File: src/rtl/serial_word_receiver_pkg.sv
`default_nettype none
// ------------------------------------------------------------------
// serial_word_receiver_pkg : FSM states and serial line levels. Rev 1.0
// ------------------------------------------------------------------
package serial_word_receiver_pkg;

  typedef enum logic [1:0] {
    IDLE  = 2'd0,
    DATA  = 2'd1,
    STOP  = 2'd2,
    BREAK = 2'd3
  } state_t;

  localparam logic START_BIT  = 1'b0;
  localparam logic STOP_BIT   = 1'b1;
  localparam logic IDLE_LEVEL = 1'b1;

  // A single-bit word still needs a one-bit counter.
  function automatic int cnt_width(input int w);
    return (w > 1) ? $clog2(w) : 1;
  endfunction

endpackage
`default_nettype wire

File: src/rtl/serial_word_receiver_if.sv
`default_nettype none
// ------------------------------------------------------------------
// serial_word_receiver_if : received-word stream with status pulses. Rev 1.0
// ------------------------------------------------------------------
interface serial_word_receiver_if #(
  parameter int WIDTH = 4
);
  logic [WIDTH-1:0] Data;
  logic             Valid;
  logic             Ready;
  logic             Overrun;
  logic             FrameError;

  modport master (
    output Data,
    output Valid,
    input  Ready,
    output Overrun,
    output FrameError
  );

  modport slave (
    input  Data,
    input  Valid,
    output Ready,
    input  Overrun,
    input  FrameError
  );
endinterface
`default_nettype wire

File: src/rtl/serial_shift_in.sv
`default_nettype none
// ------------------------------------------------------------------
// serial_shift_in : LSB-first shift register and data-bit counter. Rev 1.0
// ------------------------------------------------------------------
module serial_shift_in
  import serial_word_receiver_pkg::*;
#(
  parameter int WIDTH = 4
) (
  input  wire logic             i_Clock,
  input  wire logic             i_Reset,
  input  wire logic             i_Clear,
  input  wire logic             i_Shift,
  input  wire logic             i_Bit,
  output      logic [WIDTH-1:0] o_Word,
  output      logic             o_Last
);

  localparam int            CW          = cnt_width(WIDTH);
  localparam logic [CW-1:0] c_LastCount = CW'(WIDTH - 1);

  logic [CW-1:0]    r_Count;
  logic [WIDTH-1:0] r_Word;
  logic [WIDTH-1:0] w_Shifted;

  // New bits enter at the MSB so the first received bit lands in bit 0.
  generate
    if (WIDTH == 1) begin : g_single
      assign w_Shifted = i_Bit;
    end else begin : g_multi
      assign w_Shifted = {i_Bit, r_Word[WIDTH-1:1]};
    end
  endgenerate

  always_ff @(posedge i_Clock) begin
    if (i_Reset) begin
      r_Count <= '0;
      r_Word  <= '0;
    end else begin
      if (i_Clear) begin
        r_Count <= '0;
      end else if (i_Shift) begin
        r_Count <= (r_Count == c_LastCount) ? '0 : r_Count + 1'b1;
      end
      if (i_Shift) begin
        r_Word <= w_Shifted;
      end
    end
  end

  assign o_Word = r_Word;
  assign o_Last = (r_Count == c_LastCount);

endmodule
`default_nettype wire

File: src/rtl/serial_word_receiver.sv
`default_nettype none
// ------------------------------------------------------------------
// serial_word_receiver : start/data/stop frame to valid/ready word. Rev 1.0
// ------------------------------------------------------------------
module serial_word_receiver
  import serial_word_receiver_pkg::*;
#(
  parameter int WIDTH = 4
) (
  input  wire logic                   i_Clock,
  input  wire logic                   i_Reset,
  input  wire logic                   i_Serial,
  serial_word_receiver_if.master      o_Stream
);

  state_t           r_State;
  state_t           w_NextState;
  logic             w_Clear;
  logic             w_Shift;
  logic             w_Complete;
  logic             w_StopError;
  logic             w_Last;
  logic [WIDTH-1:0] w_Word;

  logic [WIDTH-1:0] r_Data;
  logic             r_Valid;
  logic             r_Overrun;
  logic             r_FrameError;

  serial_shift_in #(
    .WIDTH (WIDTH)
  ) u_shift_in (
    .i_Clock (i_Clock),
    .i_Reset (i_Reset),
    .i_Clear (w_Clear),
    .i_Shift (w_Shift),
    .i_Bit   (i_Serial),
    .o_Word  (w_Word),
    .o_Last  (w_Last)
  );

  always_ff @(posedge i_Clock) begin
    if (i_Reset) begin
      r_State <= IDLE;
    end else begin
      r_State <= w_NextState;
    end
  end

  always_comb begin
    w_NextState = r_State;
    w_Clear     = 1'b0;
    w_Shift     = 1'b0;
    w_Complete  = 1'b0;
    w_StopError = 1'b0;
    case (r_State)
      IDLE: begin
        if (i_Serial == START_BIT) begin
          w_NextState = DATA;
          w_Clear     = 1'b1;
        end
      end
      DATA: begin
        w_Shift = 1'b1;
        if (w_Last) begin
          w_NextState = STOP;
        end
      end
      STOP: begin
        if (i_Serial == STOP_BIT) begin
          w_Complete  = 1'b1;
          w_NextState = IDLE;
        end else begin
          w_StopError = 1'b1;
          w_NextState = BREAK;
        end
      end
      BREAK: begin
        // A held-low line must return high before another start is honoured.
        if (i_Serial == IDLE_LEVEL) begin
          w_NextState = IDLE;
        end
      end
      default: begin
        w_NextState = IDLE;
      end
    endcase
  end

  always_ff @(posedge i_Clock) begin
    if (i_Reset) begin
      r_Data       <= '0;
      r_Valid      <= 1'b0;
      r_Overrun    <= 1'b0;
      r_FrameError <= 1'b0;
    end else begin
      r_Overrun    <= 1'b0;
      r_FrameError <= w_StopError;
      if (w_Complete) begin
        // A word consumed this cycle frees the slot for the new one.
        if (!r_Valid || o_Stream.Ready) begin
          r_Data  <= w_Word;
          r_Valid <= 1'b1;
        end else begin
          r_Overrun <= 1'b1;
        end
      end else if (r_Valid && o_Stream.Ready) begin
        r_Valid <= 1'b0;
      end
    end
  end

  assign o_Stream.Data       = r_Data;
  assign o_Stream.Valid      = r_Valid;
  assign o_Stream.Overrun    = r_Overrun;
  assign o_Stream.FrameError = r_FrameError;

endmodule
`default_nettype wire

File: src/flat_wrapper.sv
// flat-port wrapper written by rule: the top's interface ports become plain ports
module serial_word_receiver_flat import serial_word_receiver_pkg::*;
#(
  parameter int WIDTH = 4
)
  (i_Clock, i_Reset, i_Serial, o_Stream_Data, o_Stream_Valid, o_Stream_Ready, o_Stream_Overrun, o_Stream_FrameError);
  serial_word_receiver_if #(.WIDTH(WIDTH)) o_Stream_i ();
  input  wire logic i_Clock;
  input  wire logic i_Reset;
  input  wire logic i_Serial;
  output wire logic [$bits(o_Stream_i.Data)-1:0] o_Stream_Data;
  output wire logic [$bits(o_Stream_i.Valid)-1:0] o_Stream_Valid;
  input wire logic [$bits(o_Stream_i.Ready)-1:0] o_Stream_Ready;
  output wire logic [$bits(o_Stream_i.Overrun)-1:0] o_Stream_Overrun;
  output wire logic [$bits(o_Stream_i.FrameError)-1:0] o_Stream_FrameError;
  assign o_Stream_Data = o_Stream_i.Data;
  assign o_Stream_Valid = o_Stream_i.Valid;
  assign o_Stream_i.Ready = o_Stream_Ready;
  assign o_Stream_Overrun = o_Stream_i.Overrun;
  assign o_Stream_FrameError = o_Stream_i.FrameError;
  serial_word_receiver #(.WIDTH(WIDTH)) u_core (.i_Clock(i_Clock), .i_Reset(i_Reset), .i_Serial(i_Serial), .o_Stream(o_Stream_i));
endmodule
File: config.mk
export PLATFORM = sky130hd
export DESIGN_NAME = serial_word_receiver_flat
export DESIGN_NICKNAME = d
export VERILOG_FILES = /design/src/rtl/serial_word_receiver_pkg.sv /design/src/rtl/serial_word_receiver_if.sv /design/src/rtl/serial_shift_in.sv /design/src/rtl/serial_word_receiver.sv /design/src/flat_wrapper.sv
export SDC_FILE = /design/constraint.sdc
export NUM_CORES = 1
export LEC_CHECK = 0
export CORE_AREA = 2 2 39 41
export DETAILED_ROUTE_END_ITERATION = 7
export DIE_AREA = 0 0 41 43
export GPL_ROUTABILITY_DRIVEN = 0
export PLACE_DENSITY = 0.69
export SYNTH_ARGS = -nofsm -noshare
export SYNTH_HDL_FRONTEND = slang
export SYNTH_SLANG_ARGS = --single-unit
export TNS_END_PERCENT = 30
File: constraint.sdc
create_clock -name i_Clock -period 3.1 [get_ports i_Clock]
set_input_delay 0.31 -clock i_Clock [delete_from_list [all_inputs] [get_ports i_Clock]]
set_output_delay 0.31 -clock i_Clock [all_outputs]
set_load 0.03 [all_outputs]
# Yosys cells after proc, flatten, opt, wreduce, memory -nomap -nowiden
# Cells that the tools add are included.
word_totals:
  reg_bits: 15
  in_bits: 4
  out_inout_bits: 7
  elab_cells: 44
op_classes:
  add_sub_neg: 1
  eq_ne: 8
  mux: 15
  n_bitwise: 2
  n_reduce_logical: 11
ops:
  columns: ["cell", "count"]
  rows:
  - ["2-bit 2-to-1 mux", 5]
  - ["1-bit 2-to-1 mux", 9]
  - ["2-bit != test, second input constant", 4]
  - ["2-bit one-hot mux with 4 select lines", 1]
  - ["2-bit equality test, second input constant", 3]
  - ["2-bit OR reduction", 3]
  - ["2-bit AND reduction", 2]
  - ["3-bit AND reduction", 1]
  - ["2-bit by 1-bit adder with 2-bit output, second input constant", 1]
  - ["2-bit by 1-bit equality test with 1-bit output, second input constant", 1]
  - ["2-bit zero test", 1]
  - ["1-bit inverter", 2]
  - ["2-bit nonzero test", 1]
  - ["1-bit logical AND", 1]
  - ["1-bit zero test", 1]
  - ["1-bit logical OR", 1]

# Depth between registers and ports, before layout
depth:
  word_depth: 4
  depth_mapped: 4

# Cells and area by module
# A second synthesis with hierarchy kept.
unflattened:
  hier_cells: 57
  hier_area_um2: 619.3
modules_own_cells:
  columns: ["module", "n_inst", "cells_per_inst", "area_each_um2"]
  rows:
  - ["serial_word_receiver", 1, 36, 377.9]
  - ["serial_shift_in", 1, 21, 241.5]

# Worst setup path before layout
# Ideal clock, no wire load.
synth_path:
  kind: "register -> register"
  startpoint: "register u_core.r_Valid (netlist: u_core.o_Stream.Valid)"
  endpoint: "register u_core.r_Data[0] (netlist: u_core.o_Stream.Data[0])"
  setup_time_ps: 120
  arrival_time_ps: 994
  path_slack_ps: 1987
  stages_incl_launch_ff: 5
  synth_period_minus_slack_ps: 1113
  path_cell_list: "dfxtp_1 -> nand2b_1 -> nor2b_1 -> clkbuf_2 -> mux2i_1"
synth_between:
  elab_chain_len: 3
synth_lines:
  columns: ["element", "line", "rtl"]
  rows:
  - ["start: declaration", "serial_word_receiver.sv:26", "logic r_Valid;"]
  - ["start signal: assignment", "serial_word_receiver.sv:93", "r_Valid <= 1'b0;"]
  - ["start signal: assignment", "serial_word_receiver.sv:103", "r_Valid <= 1'b1;"]
  - ["start signal: assignment", "serial_word_receiver.sv:108", "r_Valid <= 1'b0;"]
  - ["1-bit zero test", "serial_word_receiver.sv:101", "if (!r_Valid || o_Stream.Ready) begin"]
  - ["1-bit logical OR", "serial_word_receiver.sv:101", null]
  - ["2-bit AND reduction (no source line)", null, null]
  - ["end signal: assignment", "serial_word_receiver.sv:102", "r_Data <= w_Word;"]
  - ["end: declaration", "serial_word_receiver.sv:25", "logic [WIDTH-1:0] r_Data;"]
# No other way between the ends.
# A chain may end at the register's enable or synchronous reset.

# Worst setup path after layout
layout_path:
  startpoint: "register u_core.r_Data[1] (netlist: u_core.o_Stream.Data[1])"
  endpoint: "output o_Stream_Data[1]"
layout_rtl:
  columns: ["element", "line", "rtl"]
  rows:
  - ["end: declaration", "flat_wrapper.sv:11", "output wire logic [$bits(o_Stream_i.Data)-1:0] o_Stream_Data;"]
# No word-level cell between the ends.

==> impl_metrics.py <==
metrics = {
    "layout": {
        "utilization": 0.524,
        "area.sequential_um2": 300,
        "fillers": 137,
        "finalNonFillerCells": 90,
        "diodes": 0,
        "multi_input_area_um2": 279,
        "layout-drive-gt1-share": 0.0811,
        "final_nets": 80,
        "area_delta_synth_final_pct": 22.4,
    },
    "setup_path": {
        "crit_fanout": 2,
        "start_kind": "register",
        "cp_slowest_stage_delay_ns": 0.66,
        "crit_required_ns": 2.79,
        "path_delay_family": "buffers and inverters",
        "worst-path-buf-inv": 1,
        "r2r_cells": 3,
        "crit_path_top_delay_cell": "clkdlybuf4s50_1",
        "cp_cell_sequence": "clkdlybuf4s50_1",
        "arrival_ns": 1.28,
        "crit_path_end_kind": "primary output",
        "criticalPathCategory": "reg2out",
        "crit_cells": 1,
    },
    "sta": {
        "setup_viol": 0,
        "skew_ns": 0.00625,
        "min_period_over_period": 0.513,
        "relSlewSlack": 0.622,
        "rsz0062_at_grt": "false",
        "fin_setup_tns_ns": 0,
        "fin_ws_ns": 1.51,
        "worst_pin_slew_ns": 0.566,
        "slew_violations": 0,
        "fmax_mhz": 629,
        "layout_min_cycle_time_ns": 1.59,
        "final-hold-violation-count": 0,
    },
    "power_and_ir_drop": {
        "swShare": 0.218,
        "ir_drop_mv": 0.226,
        "total_power_uw": 328,
        "power_density_mw_per_mm2": 452,
        "combPwrFrac": 0.062,
        "internal_power_uw": 256,
        "p_switching_uw": 71.5,
        "power_leakage_uw": 0.000244,
        "clkPwrFrac": 0.330,
        "pwr-share-seq": 0.608,
    },
    "placement": {
        "pre_cts_ws_ns": 1.42,
        "dp_cells": 86,
        "dp_hpwl_um": 662,
        "port_buffers": 10,
    },
    "routing": {
        "drt_first_iter_violations": 7,
        "avgRoutedWirePerCell_um": 10.1,
        "dr.pass1.iters": 3,
        "drc": 0,
        "ant_nets": 0,
        "avgViaCountPerCell": 4.86,
        "drt-total-wl_um": 908,
        "vias": 437,
    },
    "synthesis": {
        "netlist_area_um2": 593,
        "synth_top_cells_by_area": "dfxtp_1, nand2b_1, a21oi_1, mux2i_1, nand2_1",
        "syn_nets": 68,
        "synthFlopType": "dfxtp_1",
        "seq_area_frac_synth": 0.506,
        "async_flop_share": 0,
        "synth_area_leader_cell": "dfxtp_1",
        "synth-edff-count": 0,
        "yosysWarnings": 0,
        "yosys.area.top_type_share": 0.506,
        "synth_cells": 63,
        "ys_types": 20,
        "synth_seq_cells": 15,
        "syn_avg_cell_area_um2": 9.41,
    },
    "clocking": {
        "cts_buffers": 3,
        "cts_hold_buf": 0,
        "cts_sinks": 15,
        "clockBufferDepth": 2,
        "cts_setup_buffers": 0,
        "cts_root_buf": "clkbuf_4",
        "h-tree-depth": 1,
        "clkLatencyLatePin_ns": 0.28,
        "cts_tree": "done",
        "ctsResizeCount": 0,
        "clk_pin_slew_ns": 0.09,
    },
    "job": {
        "cap_viol_max_count": 0,
    },
    "min_path": {
        "holdPathStages": 2,
        "hp-class": "reg2reg",
    },
    "floorplanning": {
        "start_util": 0.429,
        "die_w_um": 41,
        "fp-row-count": 14,
        "ioPinCount": 11,
        "core_region_area_mm2": 0.00138,
        "die_h_um": 43,
        "dieArea_mm2": 0.00176,
    },
    "grt": {
        "grt_pass1_wl_um": 1570,
        "grt_pass1_vias": 408,
        "grt_max_degree": 20,
        "grt_use_total": 0.134,
        "antenna_found_initial": 0,
        "gr-total-overflow": 0,
    },
    "run_status": {
        "status": "finished, final reports clean",
    },
}
-- metal layers --
metal / up-vias / global-route usage / part of all wire
met5: - / 0 / 0
met4: 0 / 0.100 / 0.025
met3: 4 / 0.0314 / 0.046
met2: 10 / 0.191 / 0.47
met1: 193 / 0.167 / 0.46
li1: 230 / - / -
-- power groups by stage --
stage               Sequential [µW]  Clock (µW)  Combinational (µW)
floorplan                       203           0                13.9
global placement                204           0                20.0
detailed placement              204           0                20.2
CTS                             199         113                20.4
global route                    200         119                22.7
finish                          199         108                20.3
-- cell usage after synthesis (2+ instances only) --
cell	instances
nor2b_1	3
nand2_1	9
dfxtp_1	15
a21oi_1	8
o21ai_0	2
mux2i_1	4
nand2b_1	9
-- final timing paths --
check                                                           endpoint                                      from  slack [ns]
worst max-delay path                                    o_Stream_Data[1]      u_core.o_Stream.Data[1]$_SDFFE_PP0P_        1.51
worst min-delay path            u_core.u_shift_in.o_Word[0]$_SDFFE_PP0N_  u_core.u_shift_in.o_Word[0]$_SDFFE_PP0N_        0.47
worst max register to register      u_core.o_Stream.Data[2]$_SDFFE_PP0P_            u_core.r_State[0]$_SDFFE_PP0P_        1.84
worst min register to register  u_core.u_shift_in.o_Word[0]$_SDFFE_PP0N_  u_core.u_shift_in.o_Word[0]$_SDFFE_PP0N_        0.47
-- sequential cells by signal (all words and copies together), names as in the netlist --
signal	flops
u_core.u_shift_in.o_Word	4
u_core.o_Stream.Valid	1
u_core.r_State	2
u_core.o_Stream.FrameError	1
u_core.o_Stream.Data	4
u_core.o_Stream.Overrun	1
u_core.u_shift_in.r_Count	2
-- metrics by stage --
| stage | area, µm² | hold slack (ns) |
|---|---|---|
| 2_1_floorplan | 593 | 0.403 |
| 3_3_place_gp | 699 | 0.449 |
| 3_5_place_dp | 699 | 0.459 |
| 4_1_cts | 726 | 0.472 |
| 5_1_grt | 726 | 0.498 |
| 6_report | 726 | 0.472 |
-- layout make-up --
type / count / share of cell area
multi-input cells: 45 / 0.384
clock buffers: 4 / 0.0362
flip-flops and latches: 15 / 0.414
repair buffers: 10 / 0.138
well taps: 16 / 0.0276
-- kinds of logic (layout without fill, tap and decap cells) --
| kind of cell | Yosys count | count (layout) | share of synthesized area |
|---|---|---|---|
| AO/OA/AOI/OAI | 11 | 11 | 0.0971 |
| multiplexers | 4 | 4 | 0.0675 |
| flip-flops | 15 | 15 | 0.506 |
| adder cells (fa/ha/maj) | 1 | 1 | 0.0211 |
| buffers and inverters | 3 | 14 | 0.0232 |
| AND/OR/NAND/NOR | 29 | 29 | 0.285 |
-- layout by cell type, fill, tap and decap left out, types with 2 or more instances in the layout --
cell             synthesis  final
dfxtp_1                 15     15
clkdlybuf4s50_1          0     10
nand2b_1                 9      9
nand2_1                  9      9
a21oi_1                  8      8
mux2i_1                  4      4
nor2b_1                  3      3
clkbuf_4                 0      3
o21ai_0                  2      2
Power figures use the tool's default switching activity.
